<file path="src/rtl/nav_pkg.sv">
// rtl/nav_pkg.sv - shared types and constants for the obstacle navigator
// State codes, wheel motor codes, sensor bit positions and tick-limit helpers.
package nav_pkg;

  typedef enum logic [2:0] {
    ST_IDLE   = 3'd0,
    ST_FWD    = 3'd1,
    ST_STOP   = 3'd2,
    ST_REV    = 3'd3,
    ST_TURN_L = 3'd4,
    ST_TURN_R = 3'd5,
    ST_HALT   = 3'd6
  } nav_state_t;

  localparam logic [1:0] MOT_STOP = 2'b00;
  localparam logic [1:0] MOT_FWD  = 2'b01;
  localparam logic [1:0] MOT_REV  = 2'b10;

  localparam int SENS_L = 0;
  localparam int SENS_M = 1;
  localparam int SENS_R = 2;

  // Last tick index of a timed interval; a zero-length interval behaves as one tick.
  function automatic logic [15:0] ms_limit(int ms);
    return (ms < 1) ? 16'd0 : 16'(ms - 1);
  endfunction

  function automatic logic [3:0] motors_of(nav_state_t s);
    case (s)
      ST_FWD:    return {MOT_FWD, MOT_FWD};
      ST_REV:    return {MOT_REV, MOT_REV};
      ST_TURN_L: return {MOT_REV, MOT_FWD};
      ST_TURN_R: return {MOT_FWD, MOT_REV};
      default:   return {MOT_STOP, MOT_STOP};
    endcase
  endfunction

endpackage

</file>
<file path="src/rtl/obstacle_navigator_if.sv">
// rtl/obstacle_navigator_if.sv - sensor/motor signal bundle of the obstacle navigator
// master = sensor/control side driving flags and enable, slave = the navigator.
interface obstacle_navigator_if;
  logic [2:0] obstacle;
  logic       enable;
  logic [1:0] motor_l;
  logic [1:0] motor_r;
  logic [2:0] obst_filt;
  logic [2:0] nav_state;
  logic       stuck;

  modport master (
    output obstacle, enable,
    input  motor_l, motor_r, obst_filt, nav_state, stuck
  );

  modport slave (
    input  obstacle, enable,
    output motor_l, motor_r, obst_filt, nav_state, stuck
  );
endinterface

</file>
<file path="src/rtl/obstacle_debounce.sv">
// rtl/obstacle_debounce.sv - 1-bit synchronizer plus tick-based debounce filter
// The filtered value flips only after DEBOUNCE_MS consecutive differing ticks.
module obstacle_debounce
  import nav_pkg::*;
#(
  parameter int DEBOUNCE_MS = 16
) (
  input  logic clk,
  input  logic rst_n,
  input  logic tick,
  input  logic raw,
  output logic filt
);

  localparam logic [15:0] DB_LIM = ms_limit(DEBOUNCE_MS);

  logic        sync1, sync2;
  logic [15:0] cnt;

  always_ff @(posedge clk or negedge rst_n) begin
    if (!rst_n) begin
      sync1 <= 1'b0;
      sync2 <= 1'b0;
      cnt   <= 16'd0;
      filt  <= 1'b0;
    end else begin
      sync1 <= raw;
      sync2 <= sync1;
      if (tick) begin
        if (sync2 == filt) begin
          cnt <= 16'd0;
        end else if (cnt == DB_LIM) begin
          filt <= ~filt;
          cnt  <= 16'd0;
        end else begin
          cnt <= cnt + 16'd1;
        end
      end
    end
  end

endmodule

</file>
<file path="src/rtl/obstacle_navigator.sv">
// rtl/obstacle_navigator.sv - debounced obstacle avoidance FSM driving both wheel motors
// Define NAV_STUCK_EN to build the retry counter that parks the robot in HALT.
module obstacle_navigator
  import nav_pkg::*;
#(
  parameter int TICK_DIV    = 100_000,
  parameter int DEBOUNCE_MS = 16,
  parameter int STOP_MS     = 50,
  parameter int REVERSE_MS  = 300,
  parameter int TURN_MS     = 400,
  parameter int MAX_RETRY   = 4,
  parameter int STUCK_MS    = 1000
) (
  input  logic           fpgaclk,
  input  logic           rst_n,
  obstacle_navigator_if.slave nav
);

  localparam int          PW       = (TICK_DIV > 1) ? $clog2(TICK_DIV) : 1;
  localparam logic [PW-1:0] PRE_MAX = PW'(TICK_DIV - 1);
  localparam logic [15:0] STOP_LIM = ms_limit(STOP_MS);
  localparam logic [15:0] REV_LIM  = ms_limit(REVERSE_MS);
  localparam logic [15:0] TURN_LIM = ms_limit(TURN_MS);

  logic [PW-1:0] pre_cnt;
  logic          tick;
  logic [2:0]    filt;
  nav_state_t    state, nxt, nxt_raw;
  logic [15:0]   timer, lim;
  logic          expired, go_halt;
  logic [1:0]    motor_l, motor_r;

  assign tick = (pre_cnt == PRE_MAX);

  always_ff @(posedge fpgaclk or negedge rst_n) begin
    if (!rst_n) pre_cnt <= '0;
    else        pre_cnt <= tick ? '0 : pre_cnt + PW'(1);
  end

  for (genvar i = 0; i < 3; i++) begin : g_db
    obstacle_debounce #(.DEBOUNCE_MS(DEBOUNCE_MS)) u_db (
      .clk   (fpgaclk),
      .rst_n (rst_n),
      .tick  (tick),
      .raw   (nav.obstacle[i]),
      .filt  (filt[i])
    );
  end

  always_comb begin
    case (state)
      ST_STOP: lim = STOP_LIM;
      ST_REV:  lim = REV_LIM;
      default: lim = TURN_LIM;
    endcase
  end

  assign expired = tick && (timer == lim);

  always_comb begin
    nxt_raw = state;
    case (state)
      ST_IDLE: nxt_raw = ST_FWD;
      ST_FWD: begin
        if (filt[SENS_M] || (filt[SENS_L] && filt[SENS_R])) nxt_raw = ST_STOP;
        else if (filt[SENS_L])                              nxt_raw = ST_TURN_R;
        else if (filt[SENS_R])                              nxt_raw = ST_TURN_L;
      end
      ST_STOP: if (expired) nxt_raw = ST_REV;
      // Turn away from a left-only obstacle; anything else defaults to a left turn.
      ST_REV: if (expired) nxt_raw = (filt[SENS_L] && !filt[SENS_R]) ? ST_TURN_R : ST_TURN_L;
      ST_TURN_L, ST_TURN_R: if (expired) nxt_raw = ST_FWD;
      default: nxt_raw = state;
    endcase
  end

  assign nxt = !nav.enable ? ST_IDLE : (go_halt ? ST_HALT : nxt_raw);

  always_ff @(posedge fpgaclk or negedge rst_n) begin
    if (!rst_n) begin
      state   <= ST_IDLE;
      timer   <= 16'd0;
      motor_l <= MOT_STOP;
      motor_r <= MOT_STOP;
    end else begin
      state              <= nxt;
      timer              <= (nxt != state) ? 16'd0 : (tick ? timer + 16'd1 : timer);
      {motor_l, motor_r} <= motors_of(nxt);
    end
  end

`ifdef NAV_STUCK_EN
  localparam logic [15:0] STUCK_LIM = ms_limit(STUCK_MS);
  localparam logic [7:0]  RETRY_MAX = 8'(MAX_RETRY);

  logic [7:0]  retry, retry_inc;
  logic [15:0] fwd_cnt;
  logic        fwd_clear, maneuver, stuck_q;

  assign maneuver  = (state == ST_FWD) && (nxt_raw != ST_FWD) && nav.enable;
  assign fwd_clear = (state == ST_FWD) && tick && (fwd_cnt == STUCK_LIM);
  // A clean FWD stretch ending this cycle forgives earlier manoeuvres before counting this one.
  assign retry_inc = (fwd_clear ? 8'd0 : retry) + 8'd1;
  assign go_halt   = maneuver && (retry_inc == RETRY_MAX);

  always_ff @(posedge fpgaclk or negedge rst_n) begin
    if (!rst_n) begin
      retry   <= 8'd0;
      fwd_cnt <= 16'd0;
      stuck_q <= 1'b0;
    end else begin
      if (state == ST_IDLE) retry <= 8'd0;
      else if (maneuver)    retry <= retry_inc;
      else if (fwd_clear)   retry <= 8'd0;

      if (state != ST_FWD) fwd_cnt <= 16'd0;
      else if (tick)       fwd_cnt <= fwd_clear ? 16'd0 : fwd_cnt + 16'd1;

      stuck_q <= (nxt == ST_HALT);
    end
  end

  assign nav.stuck = stuck_q;
`else
  logic unused_cfg;
  assign unused_cfg = ^{MAX_RETRY[0], STUCK_MS[0]};
  assign go_halt    = 1'b0;
  assign nav.stuck  = 1'b0;
`endif

  assign nav.motor_l   = motor_l;
  assign nav.motor_r   = motor_r;
  assign nav.obst_filt = filt;
  assign nav.nav_state = state;

endmodule

</file>
<file path="src/flat_wrapper.sv">
// flat-port wrapper written by rule: the top's interface ports become plain ports
module obstacle_navigator_flat import nav_pkg::*;
#(
  parameter int TICK_DIV    = 100_000,
  parameter int DEBOUNCE_MS = 16,
  parameter int STOP_MS     = 50,
  parameter int REVERSE_MS  = 300,
  parameter int TURN_MS     = 400,
  parameter int MAX_RETRY   = 4,
  parameter int STUCK_MS    = 1000
)
  (fpgaclk, rst_n, nav_obstacle, nav_enable, nav_motor_l, nav_motor_r, nav_obst_filt, nav_nav_state, nav_stuck);
  obstacle_navigator_if nav_i ();
  input  logic fpgaclk;
  input  logic rst_n;
  input wire logic [$bits(nav_i.obstacle)-1:0] nav_obstacle;
  input wire logic [$bits(nav_i.enable)-1:0] nav_enable;
  output wire logic [$bits(nav_i.motor_l)-1:0] nav_motor_l;
  output wire logic [$bits(nav_i.motor_r)-1:0] nav_motor_r;
  output wire logic [$bits(nav_i.obst_filt)-1:0] nav_obst_filt;
  output wire logic [$bits(nav_i.nav_state)-1:0] nav_nav_state;
  output wire logic [$bits(nav_i.stuck)-1:0] nav_stuck;
  assign nav_i.obstacle = nav_obstacle;
  assign nav_i.enable = nav_enable;
  assign nav_motor_l = nav_i.motor_l;
  assign nav_motor_r = nav_i.motor_r;
  assign nav_obst_filt = nav_i.obst_filt;
  assign nav_nav_state = nav_i.nav_state;
  assign nav_stuck = nav_i.stuck;
  obstacle_navigator #(.TICK_DIV(TICK_DIV), .DEBOUNCE_MS(DEBOUNCE_MS), .STOP_MS(STOP_MS), .REVERSE_MS(REVERSE_MS), .TURN_MS(TURN_MS), .MAX_RETRY(MAX_RETRY), .STUCK_MS(STUCK_MS)) u_core (.fpgaclk(fpgaclk), .rst_n(rst_n), .nav(nav_i));
endmodule
</file>
<file path="config.mk">
export PLATFORM = sky130hd
export DESIGN_NAME = obstacle_navigator_flat
export DESIGN_NICKNAME = d
export VERILOG_FILES = /design/src/rtl/nav_pkg.sv /design/src/rtl/obstacle_navigator_if.sv /design/src/rtl/obstacle_debounce.sv /design/src/rtl/obstacle_navigator.sv /design/src/flat_wrapper.sv
export SDC_FILE = /design/constraint.sdc
export NUM_CORES = 1
export LEC_CHECK = 0
export BUFFER_PORTS_ARGS = -buffer_cell sky130_fd_sc_hd__clkbuf_2
export CORE_ASPECT_RATIO = 2
export CORE_MARGIN = 8
export CORE_UTILIZATION = 50
export DETAILED_ROUTE_END_ITERATION = 8
export PLACE_DENSITY = 0.75
export SYNTH_ARGS = -nofsm -noshare
export SYNTH_HDL_FRONTEND = slang
export SYNTH_SLANG_ARGS = --single-unit
</file>
<file path="constraint.sdc">
create_clock -name fpgaclk -period 2.1 [get_ports fpgaclk]
set_input_delay 0 -clock fpgaclk [delete_from_list [all_inputs] [get_ports fpgaclk]]
set_output_delay 0 -clock fpgaclk [all_outputs]
set_load 0.1 [all_outputs]
</file>
==> flow_summary.ini <==
[status]
run_status = complete, no violations

[floorplan]
num_rows = 53
design.die.area_sq_um = 14140
die_h_um = 160.4
dieWidth_um = 88.19
core_area_sq_um = 10340
i_o_pins = 17
start_util = 0.5037

[pwr]
leakagePower_nw = 2.666
max-vdd-ir-drop_v = 0.0004336
total_net_switching_power_mw = 0.8001
intPower_mw = 2.878
power_switching_share = 0.2175
power_frac_seq = 0.512
power.clock.fraction = 0.448
pwr_density_cell_nw_per_um2 = 594.0
pwr-share-comb = 0.041
design_power_total_mw = 3.678

[cells_and_area]
nNetsFinal = 623
ff_latch_area_sq_um = 2439
ant_cells = 0
layout.filler_cells = 868
layoutNonFillerInstCount = 754
drive_gt1_frac = 0.1815
finish.utilization = 0.5986
multi_input_logic_area_sq_um = 2681
layout-area-overhead-vs-synth_pct = 18.82

[setup_path]
reg2reg_from = u_core.pre_cnt[12]
timing.critical_path.to_type = register
worst_setup_path_startpoint = u_core.pre_cnt[12]
cp.arrival_ns = 2.28
critical_path_peak_fanout = 15
required_ns = 2.33
timing.setup.critical_path_class = register to register
setup.worst_path.start_class = register

[placement]
finalWeightedCongestion = 0.8514
io_buffer_count = 15
placed_cells = 724
dp.final_hpwl_um = 7789

[timing]
tightestPinTransition_ns = 0.6114
timing_hold_violations_final = 0
grt_setup_unrepaired = yes
part_of_the_cycle_the_worst_path_needs = 0.9745
final-max-slew-violation-count = 0
timing.final.setup_violations = 0
fmax_ghz = 0.4886
tns_ns = 0
timing.slew.headroom = 0.5924
skew_ns = 0.004126
final.min_clock_period_ns = 2.047

[route]
finalWirelength_um = 11660
drt_first_pass_iters = 7
drc = 0
drt-initial-drc-count = 372
routed_wire_length_per_instance_um = 15.46
final_antenna_net_count = 0
post_drt_via_cell_ratio = 5.782
vias = 4360

[synthesis]
post_synthesis_cell_area_sq_um = 5211
synth.ff_latch_count = 97
post_synth_and_or_nand_nor_area_fraction = 0.2850
synth-seq-area-share = 0.4658
yosysTopAreaCell = sky130_fd_sc_hd__dfrtp_1
largest_family_of_logic_cells_by_synthesized_area = simple AND/OR/NAND/NOR gates
arithmetic_cell_share_of_the_synthesized_area_counting_full_adders_half_adders_and_majority_gates = 0.01200
synth.top_cell.area_share = 0.4658
post_synth_inst_count = 559
synth-edff-count = 0
synthXorXnorAreaFrac = 0.08235
synth_cell_types = 53
synth-async-reset-ratio = 1.000
synth_nets = 570
synthMuxAreaShare = 0.01729
synth_warn = 0
ys.flop_type = sky130_fd_sc_hd__dfrtp_1
synth.avg_cell_area_sq_um = 9.322
ys_top_cells_by_area = sky130_fd_sc_hd__dfrtp_1 47%, sky130_fd_sc_hd__xnor2_1 5.5%, sky130_fd_sc_hd__nor2_1 4.4%
synth-compound-area-share = 0.09892

[grt]
grt_pass1_wl_um = 19490
largest_net_degree_at_the_start_of_global_routing = 52
grt_antenna_before_repair = 0
grt_remaining_overflow = 0
grt_use_total = 0.1713
number_of_global_route_vias_before_repair = 4137

[clocking]
cts_buffers = 9
clk-insertion-delay-late_ns = 0.34
clock_tree.buffer_depth = 2
htreeDepth = 3
cts_root_buffer = sky130_fd_sc_hd__clkbuf_16
clk_slew_on_worst_s_h_paths_ns = 0.06
tritoncts = yes
cts.sink_count = 97

[worst_hold_path]
worstHoldPathType = input pin to asynchronous set/reset pin

[run]
max_cap_viol_count = 0
==> power by group through the flow <==
stage	registers, mW	logic, mW	clock network, mW
finish	1.88	0.149	1.65
global route	1.88	0.166	1.77
global placement	1.92	0.143	0
floorplan	1.94	0.0527	0
CTS	1.88	0.152	1.69
detailed placement	1.92	0.143	0
==> sequential cells by signal (all words and copies together) (netlist names) <==
signal	flops
u_core.nav.nav_state	3
u_core.g_db.u_db.filt	3
u_core.g_db.u_db.sync1	3
u_core.nav.motor_l	2
u_core.timer	16
u_core.nav.motor_r	2
u_core.g_db.u_db.cnt	48
u_core.pre_cnt	17
u_core.g_db.u_db.sync2	3
==> final timing paths <==
| check | endpoint | slack (ns) | cells past startpoint |
|---|---|---|---|
| max reg2reg | u_core.timer[6] | 0.05 | 7 |
| max in group asynchronous | u_core.g_db[1].u_db.cnt[7] | 1.20 | 3 |
| min | u_core.g_db[2].u_db.cnt[7] | 0.20 | 2 |
| min in group fpgaclk | u_core.g_db[2].u_db.sync1 | 0.30 | 2 |
| max | u_core.timer[6] | 0.05 | 7 |
| min reg2reg | u_core.g_db[2].u_db.sync2 | 0.35 | 0 |
==> critical path: stages, from the launching register on <==
cell                      delay, ns
sky130_fd_sc_hd__dfrtp_1       0.41
sky130_fd_sc_hd__nor4b_4       0.30
sky130_fd_sc_hd__buf_4         0.17
sky130_fd_sc_hd__nand4_4       0.13
sky130_fd_sc_hd__or4_4         0.55
sky130_fd_sc_hd__o21ai_4       0.16
sky130_fd_sc_hd__buf_12        0.15
sky130_fd_sc_hd__nor2_1        0.05
==> timing repair <==
action,4_1_cts,5_1_grt
setup buffers,2,7
hold buffers,5,0
endpoints found under the setup margin,13,47
resized for setup,3,15
pin swaps,0,9
endpoints found under the hold margin,51,0
==> cell usage after synthesis (2+ instances only) <==
master                     count
sky130_fd_sc_hd__a211oi_1      3
sky130_fd_sc_hd__a21oi_1      12
sky130_fd_sc_hd__a31oi_1       4
sky130_fd_sc_hd__and2_1        5
sky130_fd_sc_hd__and3_1       14
sky130_fd_sc_hd__and3b_1       2
sky130_fd_sc_hd__and4_1        7
sky130_fd_sc_hd__and4bb_2      2
sky130_fd_sc_hd__buf_2         8
sky130_fd_sc_hd__buf_4         4
sky130_fd_sc_hd__clkbuf_1     18
sky130_fd_sc_hd__dfrtp_1      97
sky130_fd_sc_hd__ha_1          5
sky130_fd_sc_hd__inv_1        13
sky130_fd_sc_hd__mux2_2        3
sky130_fd_sc_hd__mux2i_1       3
sky130_fd_sc_hd__nand2_1      43
sky130_fd_sc_hd__nand2b_1      6
sky130_fd_sc_hd__nand3_1      21
sky130_fd_sc_hd__nand4_1      26
sky130_fd_sc_hd__nand4_2       2
sky130_fd_sc_hd__nor2_1       61
sky130_fd_sc_hd__nor2b_1       4
sky130_fd_sc_hd__nor3_1       24
sky130_fd_sc_hd__nor3b_1      10
sky130_fd_sc_hd__nor4_1       21
sky130_fd_sc_hd__o21a_1        2
sky130_fd_sc_hd__o21ai_0      44
sky130_fd_sc_hd__o22ai_1       3
sky130_fd_sc_hd__o31ai_1      12
sky130_fd_sc_hd__or3_1         8
sky130_fd_sc_hd__or4_1         4
sky130_fd_sc_hd__xnor2_1      33
sky130_fd_sc_hd__xor2_1       16
==> stage by stage <==
stage | hold WS [ns] | worst slack [ns] | cell area, sq um
after detailed placement | 0.04818 | -0.06855 | 5699
after CTS | 0.2270 | 0.007965 | 6070
after floorplan | -0.2956 | -0.04436 | 5250
after global routing | 0.2813 | -0.03860 | 6192
after global placement | 0.04875 | -0.008216 | 5699
final | 0.2046 | 0.05350 | 6192
==> layer usage <==
metal  vias to the layer above  track usage  wire (um)
li1                       2113            -          -
met1                      2109       0.2224       5175
met2                       122       0.2691       5763
met3                        16      0.03480        522
met4                         0      0.06672        198
met5                         -            0          0
==> placed cells by master (no fill, tap or decap), types with 9 or more instances in the layout <==
cell	count
sky130_fd_sc_hd__clkbuf_16	9
sky130_fd_sc_hd__nor3b_1	9
sky130_fd_sc_hd__clkbuf_2	14
sky130_fd_sc_hd__a21oi_1	12
sky130_fd_sc_hd__nand3_1	21
sky130_fd_sc_hd__nor2_1	59
sky130_fd_sc_hd__xnor2_1	33
sky130_fd_sc_hd__and3_1	14
sky130_fd_sc_hd__nand4_1	26
sky130_fd_sc_hd__nor4_1	17
sky130_fd_sc_hd__o31ai_1	12
sky130_fd_sc_hd__buf_4	51
sky130_fd_sc_hd__o21ai_0	43
sky130_fd_sc_hd__dfrtp_1	94
sky130_fd_sc_hd__nor3_1	23
sky130_fd_sc_hd__inv_1	13
sky130_fd_sc_hd__xor2_1	16
sky130_fd_sc_hd__nand2_1	41
==> kinds of logic (layout without fill, tap and decap cells) <==
logic type,count (synthesis),count (layout)
AOI/OAI and AO/OA,87,87
xor gates and xnor gates,49,49
and+or+nand+nor,268,268
adders and majority gates,5,5
buffers and inverters,44,102
other,1,1
muxes,8,8
DFF,97,97
==> final cells by class <==
type / count / area share
tap: 137 / 0.02768
clock buffer: 12 / 0.03981
timing repair buffer: 73 / 0.08951
sequential: 97 / 0.3938
clock inverter: 4 / 0.008285
inverter: 13 / 0.007880
multi-input combinational: 418 / 0.4330
Note: power is estimated with default switching activity, not from simulation.
